[src/rtl/burst_read_responder.sv]
// Burst read responder: splits AGU burst descriptors into single-beat SRAM reads
// and returns the words over a valid/ready stream with burst/sequence-last flags.
module burst_read_responder #(
  parameter int ADDR_WIDTH = 32,
  parameter int DATA_WIDTH = 64,
  parameter int OUT_DEPTH  = 4
) (
  input  logic                  clk_i,
  input  logic                  rst_i,
  input  logic                  req_valid_i,
  output logic                  req_ready_o,
  input  logic [ADDR_WIDTH-1:0] req_addr_i,
  input  logic [7:0]            req_len_i,
  input  logic [2:0]            req_size_i,
  input  logic                  req_last_i,
  output logic                  mem_req_o,
  output logic [ADDR_WIDTH-1:0] mem_addr_o,
  input  logic [DATA_WIDTH-1:0] mem_rdata_i,
  output logic                  rsp_valid_o,
  input  logic                  rsp_ready_i,
  output logic [DATA_WIDTH-1:0] rsp_data_o,
  output logic                  rsp_last_o,
  output logic                  rsp_seq_last_o,
  output logic                  rsp_err_o,
  output logic                  busy_o
);

  localparam int LANE_LOG = $clog2(DATA_WIDTH / 8);
  localparam int CNT_W    = $clog2(OUT_DEPTH + 1);
  localparam int PTR_W    = (OUT_DEPTH > 1) ? $clog2(OUT_DEPTH) : 1;

  typedef enum logic [1:0] {
    S_IDLE,
    S_BURST,
    S_ERR
  } state_t;

  state_t                r_state, w_state_next;
  logic [ADDR_WIDTH-1:0] r_addr, w_addr_next;
  logic [2:0]            r_size, w_size_next;
  logic                  r_last, w_last_next;
  logic [8:0]            r_beats_left, w_beats_left_next;

  logic                  r_inf_vld;
  logic                  r_inf_last;
  logic                  r_inf_seq_last;

  logic [DATA_WIDTH-1:0] r_fifo_data [OUT_DEPTH];
  logic [OUT_DEPTH-1:0]  r_fifo_last;
  logic [OUT_DEPTH-1:0]  r_fifo_seq_last;
  logic [OUT_DEPTH-1:0]  r_fifo_err;
  logic [PTR_W-1:0]      r_wr_ptr;
  logic [PTR_W-1:0]      r_rd_ptr;
  logic [CNT_W-1:0]      r_count;

  logic                  w_req_fire;
  logic                  w_req_bad;
  logic [ADDR_WIDTH-1:0] w_align_mask;
  logic [ADDR_WIDTH-1:0] w_stride;
  logic                  w_final_beat;
  logic                  w_tag_last;
  logic                  w_tag_seq_last;
  logic                  w_credit_ok;
  logic                  w_issue;
  logic                  w_err_push;
  logic                  w_push;
  logic                  w_pop;
  logic [DATA_WIDTH-1:0] w_push_data;
  logic                  w_push_last;
  logic                  w_push_seq_last;
  logic                  w_push_err;
  logic                  w_head_vld;
  logic [PTR_W-1:0]      w_wr_ptr_inc;
  logic [PTR_W-1:0]      w_rd_ptr_inc;

  assign w_req_fire   = (r_state == S_IDLE) && req_valid_i;
  assign w_align_mask = (ADDR_WIDTH'(1) << req_size_i) - ADDR_WIDTH'(1);
  assign w_req_bad    = (req_size_i > 3'(LANE_LOG)) || ((req_addr_i & w_align_mask) != '0);
  assign w_stride     = ADDR_WIDTH'(1) << r_size;

  assign w_final_beat   = (r_beats_left == 9'd1);
  assign w_tag_last     = w_final_beat;
  assign w_tag_seq_last = r_last && w_final_beat;

  // Credit uses the pre-pop count so a pending read always has a free slot.
  assign w_credit_ok = ({1'b0, r_count} + (CNT_W + 1)'(r_inf_vld)) < (CNT_W + 1)'(OUT_DEPTH);
  assign w_issue     = (r_state == S_BURST) && w_credit_ok;
  assign w_err_push  = (r_state == S_ERR) && !r_inf_vld && (r_count < CNT_W'(OUT_DEPTH));

  assign w_push          = r_inf_vld || w_err_push;
  assign w_head_vld      = (r_count != '0);
  assign w_pop           = w_head_vld && rsp_ready_i;
  assign w_push_data     = r_inf_vld ? mem_rdata_i : '0;
  assign w_push_last     = r_inf_vld ? r_inf_last : w_tag_last;
  assign w_push_seq_last = r_inf_vld ? r_inf_seq_last : w_tag_seq_last;
  assign w_push_err      = !r_inf_vld;

  assign w_wr_ptr_inc = (r_wr_ptr == PTR_W'(OUT_DEPTH - 1)) ? '0 : r_wr_ptr + PTR_W'(1);
  assign w_rd_ptr_inc = (r_rd_ptr == PTR_W'(OUT_DEPTH - 1)) ? '0 : r_rd_ptr + PTR_W'(1);

  always_comb begin
    w_state_next      = r_state;
    w_addr_next       = r_addr;
    w_size_next       = r_size;
    w_last_next       = r_last;
    w_beats_left_next = r_beats_left;
    case (r_state)
      S_IDLE: begin
        if (w_req_fire) begin
          w_addr_next       = req_addr_i;
          w_size_next       = req_size_i;
          w_last_next       = req_last_i;
          w_beats_left_next = {1'b0, req_len_i} + 9'd1;
          w_state_next      = w_req_bad ? S_ERR : S_BURST;
        end
      end
      S_BURST: begin
        if (w_issue) begin
          w_addr_next       = r_addr + w_stride;
          w_beats_left_next = r_beats_left - 9'd1;
          if (w_final_beat) begin
            w_state_next = S_IDLE;
          end
        end
      end
      S_ERR: begin
        if (w_err_push) begin
          w_beats_left_next = r_beats_left - 9'd1;
          if (w_final_beat) begin
            w_state_next = S_IDLE;
          end
        end
      end
      default: w_state_next = S_IDLE;
    endcase
  end

  always_ff @(posedge clk_i or posedge rst_i) begin
    if (rst_i) begin
      r_state        <= S_IDLE;
      r_addr         <= '0;
      r_size         <= '0;
      r_last         <= 1'b0;
      r_beats_left   <= '0;
      r_inf_vld      <= 1'b0;
      r_inf_last     <= 1'b0;
      r_inf_seq_last <= 1'b0;
    end else begin
      r_state        <= w_state_next;
      r_addr         <= w_addr_next;
      r_size         <= w_size_next;
      r_last         <= w_last_next;
      r_beats_left   <= w_beats_left_next;
      r_inf_vld      <= w_issue;
      r_inf_last     <= w_issue && w_tag_last;
      r_inf_seq_last <= w_issue && w_tag_seq_last;
    end
  end

  // Data storage carries no reset; occupancy is tracked by the reset pointers.
  always_ff @(posedge clk_i) begin
    if (w_push) begin
      r_fifo_data[r_wr_ptr] <= w_push_data;
    end
  end

  always_ff @(posedge clk_i or posedge rst_i) begin
    if (rst_i) begin
      r_fifo_last     <= '0;
      r_fifo_seq_last <= '0;
      r_fifo_err      <= '0;
      r_wr_ptr        <= '0;
      r_rd_ptr        <= '0;
      r_count         <= '0;
    end else begin
      if (w_push) begin
        r_fifo_last[r_wr_ptr]     <= w_push_last;
        r_fifo_seq_last[r_wr_ptr] <= w_push_seq_last;
        r_fifo_err[r_wr_ptr]      <= w_push_err;
        r_wr_ptr                  <= w_wr_ptr_inc;
      end
      if (w_pop) begin
        r_rd_ptr <= w_rd_ptr_inc;
      end
      if (w_push && !w_pop) begin
        r_count <= r_count + CNT_W'(1);
      end else if (!w_push && w_pop) begin
        r_count <= r_count - CNT_W'(1);
      end
    end
  end

  assert property (@(posedge clk_i) disable iff (rst_i)
    !(w_push && !w_pop && (r_count == CNT_W'(OUT_DEPTH))));

  assign req_ready_o    = (r_state == S_IDLE);
  assign mem_req_o      = w_issue;
  assign mem_addr_o     = r_addr;
  assign rsp_valid_o    = w_head_vld;
  assign rsp_data_o     = w_head_vld ? r_fifo_data[r_rd_ptr] : '0;
  assign rsp_last_o     = w_head_vld && r_fifo_last[r_rd_ptr];
  assign rsp_seq_last_o = w_head_vld && r_fifo_seq_last[r_rd_ptr];
  assign rsp_err_o      = w_head_vld && r_fifo_err[r_rd_ptr];
  assign busy_o         = (r_state != S_IDLE) || r_inf_vld || w_head_vld;

endmodule

[config.mk]
export PLATFORM = sky130hd
export DESIGN_NAME = burst_read_responder
export DESIGN_NICKNAME = d
export VERILOG_FILES = /design/src/rtl/burst_read_responder.sv
export SDC_FILE = /design/constraint.sdc
export NUM_CORES = 1
export LEC_CHECK = 0
export ABC_AREA = 1
export CAP_MARGIN = 5
export CORE_UTILIZATION = 59
export DETAILED_ROUTE_END_ITERATION = 12
export PLACE_DENSITY = 0.92
export SLEW_MARGIN = 30
export SYNTH_ARGS = -nofsm -noshare
export SYNTH_HDL_FRONTEND = slang
export SYNTH_SLANG_ARGS = --single-unit
[constraint.sdc]
create_clock -name clk_i -period 8.1 [get_ports clk_i]
set_input_delay 0.81 -clock clk_i [delete_from_list [all_inputs] [get_ports clk_i]]
set_output_delay 0.81 -clock clk_i [all_outputs]
set_load 0.01 [all_outputs]
==> impl_metrics.py <==
metrics = {
    "placed_design": {
        "port_buffers": 214,
        "dpl.hpwl_um": 23650,
        "gp_congestion": 0.9253,
        "dp_cells": 2180,
    },
    "global_routing": {
        "grt_pass1_vias": 12324,
        "grt_antenna_before_repair": 1,
        "overflow": 0,
        "grt_usage": 0.2883,
        "grt_max_degree": 93,
        "grt_pass1_wl_um": 60530,
    },
    "die": {
        "core_area_mm2": 0.02591,
        "dieArea_mm2": 0.02697,
        "ioPinCount": 215,
        "start_util": 0.5992,
        "rows": 59,
        "die_w_um": 164.2,
        "die_h_um": 164.2,
    },
    "sta": {
        "fin_crit_sh": 0.5355,
        "fin_worst_skew_ps": 22.90,
        "timing.fmax_ghz": 0.2305,
        "slew_viol_final": 0,
        "finalCriticalPeriod_ps": 4338,
        "whs_ps": 479.9,
        "tightest_slew_ps": 971.2,
        "setup_viol": 0,
        "fin_setup_tns_ps": 0,
        "hold_viol": 0,
        "rsz0062_at_grt": "no",
        "max_slew_margin": 0.3525,
    },
    "setup_path": {
        "crit_arrival_ps": 3530,
        "critPathMaxFanout": 92,
        "start_kind": "flip-flop",
        "endpoint_kind": "primary output",
        "critical_path_class": "flip-flop to primary output",
        "worstPathRequired_ps": 7290,
    },
    "layout": {
        "nNetsFinal": 2018,
        "drive_gt1_frac": 0.04724,
        "syn_to_final_growth_pct": 22.62,
        "fin_cells": 2240,
        "diodes": 0,
    },
    "yosys": {
        "netlist_top_cells_count": "nor2_1, nand2_1, edfxtp_1",
        "synth.distinct_cells": 42,
        "yosysWarnings": 0,
        "ys_seq_area_frac": 0.6063,
        "synthArstFlopShare": 0.2123,
        "ys_top_cells_by_area": "edfxtp_1, dfrtp_1, nor2_1",
        "postSynthCellCount": 1692,
        "yosysTopAreaCell": "edfxtp_1",
        "syn_avg_cell_area_um2": 9.176,
        "synth_area_mm2": 0.01553,
        "synthMostInstantiatedCell": "nor2_1",
        "synth_nets": 1829,
        "synth_edf_count": 256,
        "ys_seq_elements": 325,
        "synth_top_area_share": 0.4951,
        "synthFlopType": "edfxtp_1",
    },
    "clock_network": {
        "cts_buffer_depth": 3,
        "cts_root_buf": "clkbuf_16",
        "cts_tree": "done",
        "worstSkewPairLatency_ps": 520,
        "cts_resized": 0,
        "htreeDepth": 2,
        "numCtsBuffers": 34,
        "ctsHoldBuffers": 0,
        "cts_sinks": 325,
        "cts_setup_buffers": 0,
        "cts.clk_slew.worst_paths_ps": 60,
    },
    "power": {
        "p_leak_nw": 7.939,
        "power_mw": 7.022,
        "vdd_drop_max_mv": 0.2848,
        "p_per_area_mw_per_mm2": 368.8,
    },
    "routing": {
        "via_per_inst": 5.558,
        "drc": 0,
        "dr.pass1.iters": 6,
        "vias": 12450,
        "ant_nets": 0,
        "wl_per_cell_um": 17.11,
        "drtIter0Drc": 1183,
        "finalWirelength_um": 38320,
    },
    "run_status": {
        "status": "complete, no violations",
    },
    "job": {
        "drv_cap": 0,
    },
    "hold_path": {
        "min_path_type": "flip-flop to flip-flop",
    },
}
==> metrics by stage <==
stage / setup slack (ps) / utilization / area, µm²
5_1_grt: 3537 / 0.7348 / 19040
3_3_place_gp: 4399 / 0.6891 / 17850
4_1_cts: 3702 / 0.7345 / 19030
3_5_place_dp: 4341 / 0.6891 / 17850
2_1_floorplan: 3965 / - / 15530
6_report: 3762 / 0.7348 / 19040
==> cells in the final DEF (no fill, tap or decap), types with 2 or more instances in the layout <==
master | netlist | routed
a21oi_1 | 95 | 95
clkinvlp_4 | 0 | 2
buf_6 | 4 | 2
clkbuf_1 | 36 | 5
clkinv_2 | 0 | 6
dfrtp_1 | 69 | 66
nand3b_1 | 4 | 4
clkinv_8 | 0 | 2
nor3_1 | 17 | 17
clkbuf_16 | 0 | 35
clkinv_1 | 1 | 5
nand4_1 | 8 | 8
fa_1 | 2 | 2
ha_1 | 23 | 22
clkdlybuf4s50_1 | 0 | 214
o211ai_1 | 5 | 5
xnor2_1 | 3 | 3
o31ai_1 | 3 | 3
nor2_2 | 3 | 3
nor2_1 | 348 | 347
o21ai_1 | 6 | 6
inv_2 | 6 | 9
a31oi_1 | 2 | 2
edfxtp_1 | 256 | 256
dfrtp_2 | 0 | 2
o21ai_0 | 185 | 185
buf_4 | 4 | 11
or2_2 | 2 | 2
nand3_1 | 81 | 81
bufinv_16 | 0 | 6
nand2_1 | 295 | 295
inv_1 | 183 | 179
nand2_2 | 2 | 2
xor2_1 | 6 | 6
==> flip-flops by register name (all words and copies together), names as in the netlist <==
| register | flops |
|---|---|
| r_inf_seq_last | 1 |
| r_last | 1 |
| mem_addr_o | 32 |
| r_rd_ptr | 2 |
| r_fifo_last | 4 |
| r_state | 2 |
| r_fifo_seq_last | 4 |
| r_fifo_err | 4 |
| r_inf_vld | 1 |
| r_count | 3 |
| r_fifo_data | 256 |
| r_wr_ptr | 2 |
| r_inf_last | 1 |
| r_beats_left | 9 |
| r_size | 3 |
==> logic make-up after synthesis <==
| family | after synthesis | synth area share |
|---|---|---|
| buffers and inverters | 264 | 0.06834 |
| flip-flops | 325 | 0.6063 |
| XOR/XNOR | 9 | 0.005077 |
| AND/OR/NAND/NOR | 767 | 0.1985 |
| adder cells (fa/ha/maj) | 25 | 0.02111 |
| AO/OA/AOI/OAI | 302 | 0.1007 |
==> power breakdown <==
part | switching [mW] | total [mW] | internal [mW] | leakage [nW]
Clock | 0.629 | 1.62 | 0.995 | 0.569
Sequential | 0.269 | 2.44 | 2.17 | 3.33
Combinational | 1.73 | 2.96 | 1.23 | 4.04
Total | 2.63 | 7.02 | 4.39 | 7.94
==> area by class of cell <==
class                      count  area (µm²)
clock buffer                  41       908.4
clock inverter                19       267.8
fill                        1739        6873
inverter                     190       714.4
multi-input combinational   1103        5061
sequential                   325        9420
tap                          335       419.2
timing repair buffer         227        2247
==> final timing paths <==
check                                         from                  to  slack (ps)  cells past startpoint
worst max-delay path                   r_rd_ptr[0]      rsp_data_o[57]        3760                      5
worst min-delay path            r_fifo_seq_last[1]  r_fifo_seq_last[1]         480                      2
worst max register to register           r_inf_vld   r_fifo_data[1][4]        5030                      6
worst min register to register  r_fifo_seq_last[1]  r_fifo_seq_last[1]         480                      2
max in group asynchronous                    rst_i         r_rd_ptr[0]        6790                      3
min in group asynchronous                    rst_i      mem_addr_o[28]         770                      3
==> worst max-delay path: stages, from the launching register on <==
cell and delay (ps):
dfrtp_4 690, clkinv_2 460, buf_4 730, o21ai_0 240
a21oi_1 280, clkdlybuf4s50_1 580
==> layer usage <==
layer  wire length, µm  GRT usage  part of all wire  up-vias
met1             14820     0.3415              0.39     5850
met2             19610     0.5176              0.51      561
met3              2968    0.05556             0.077       79
met4               927     0.1077             0.024        0
li1                  -          -                 -     5960
met5                 0          0                 0        -
Note: power is estimated with default switching activity, not from simulation.
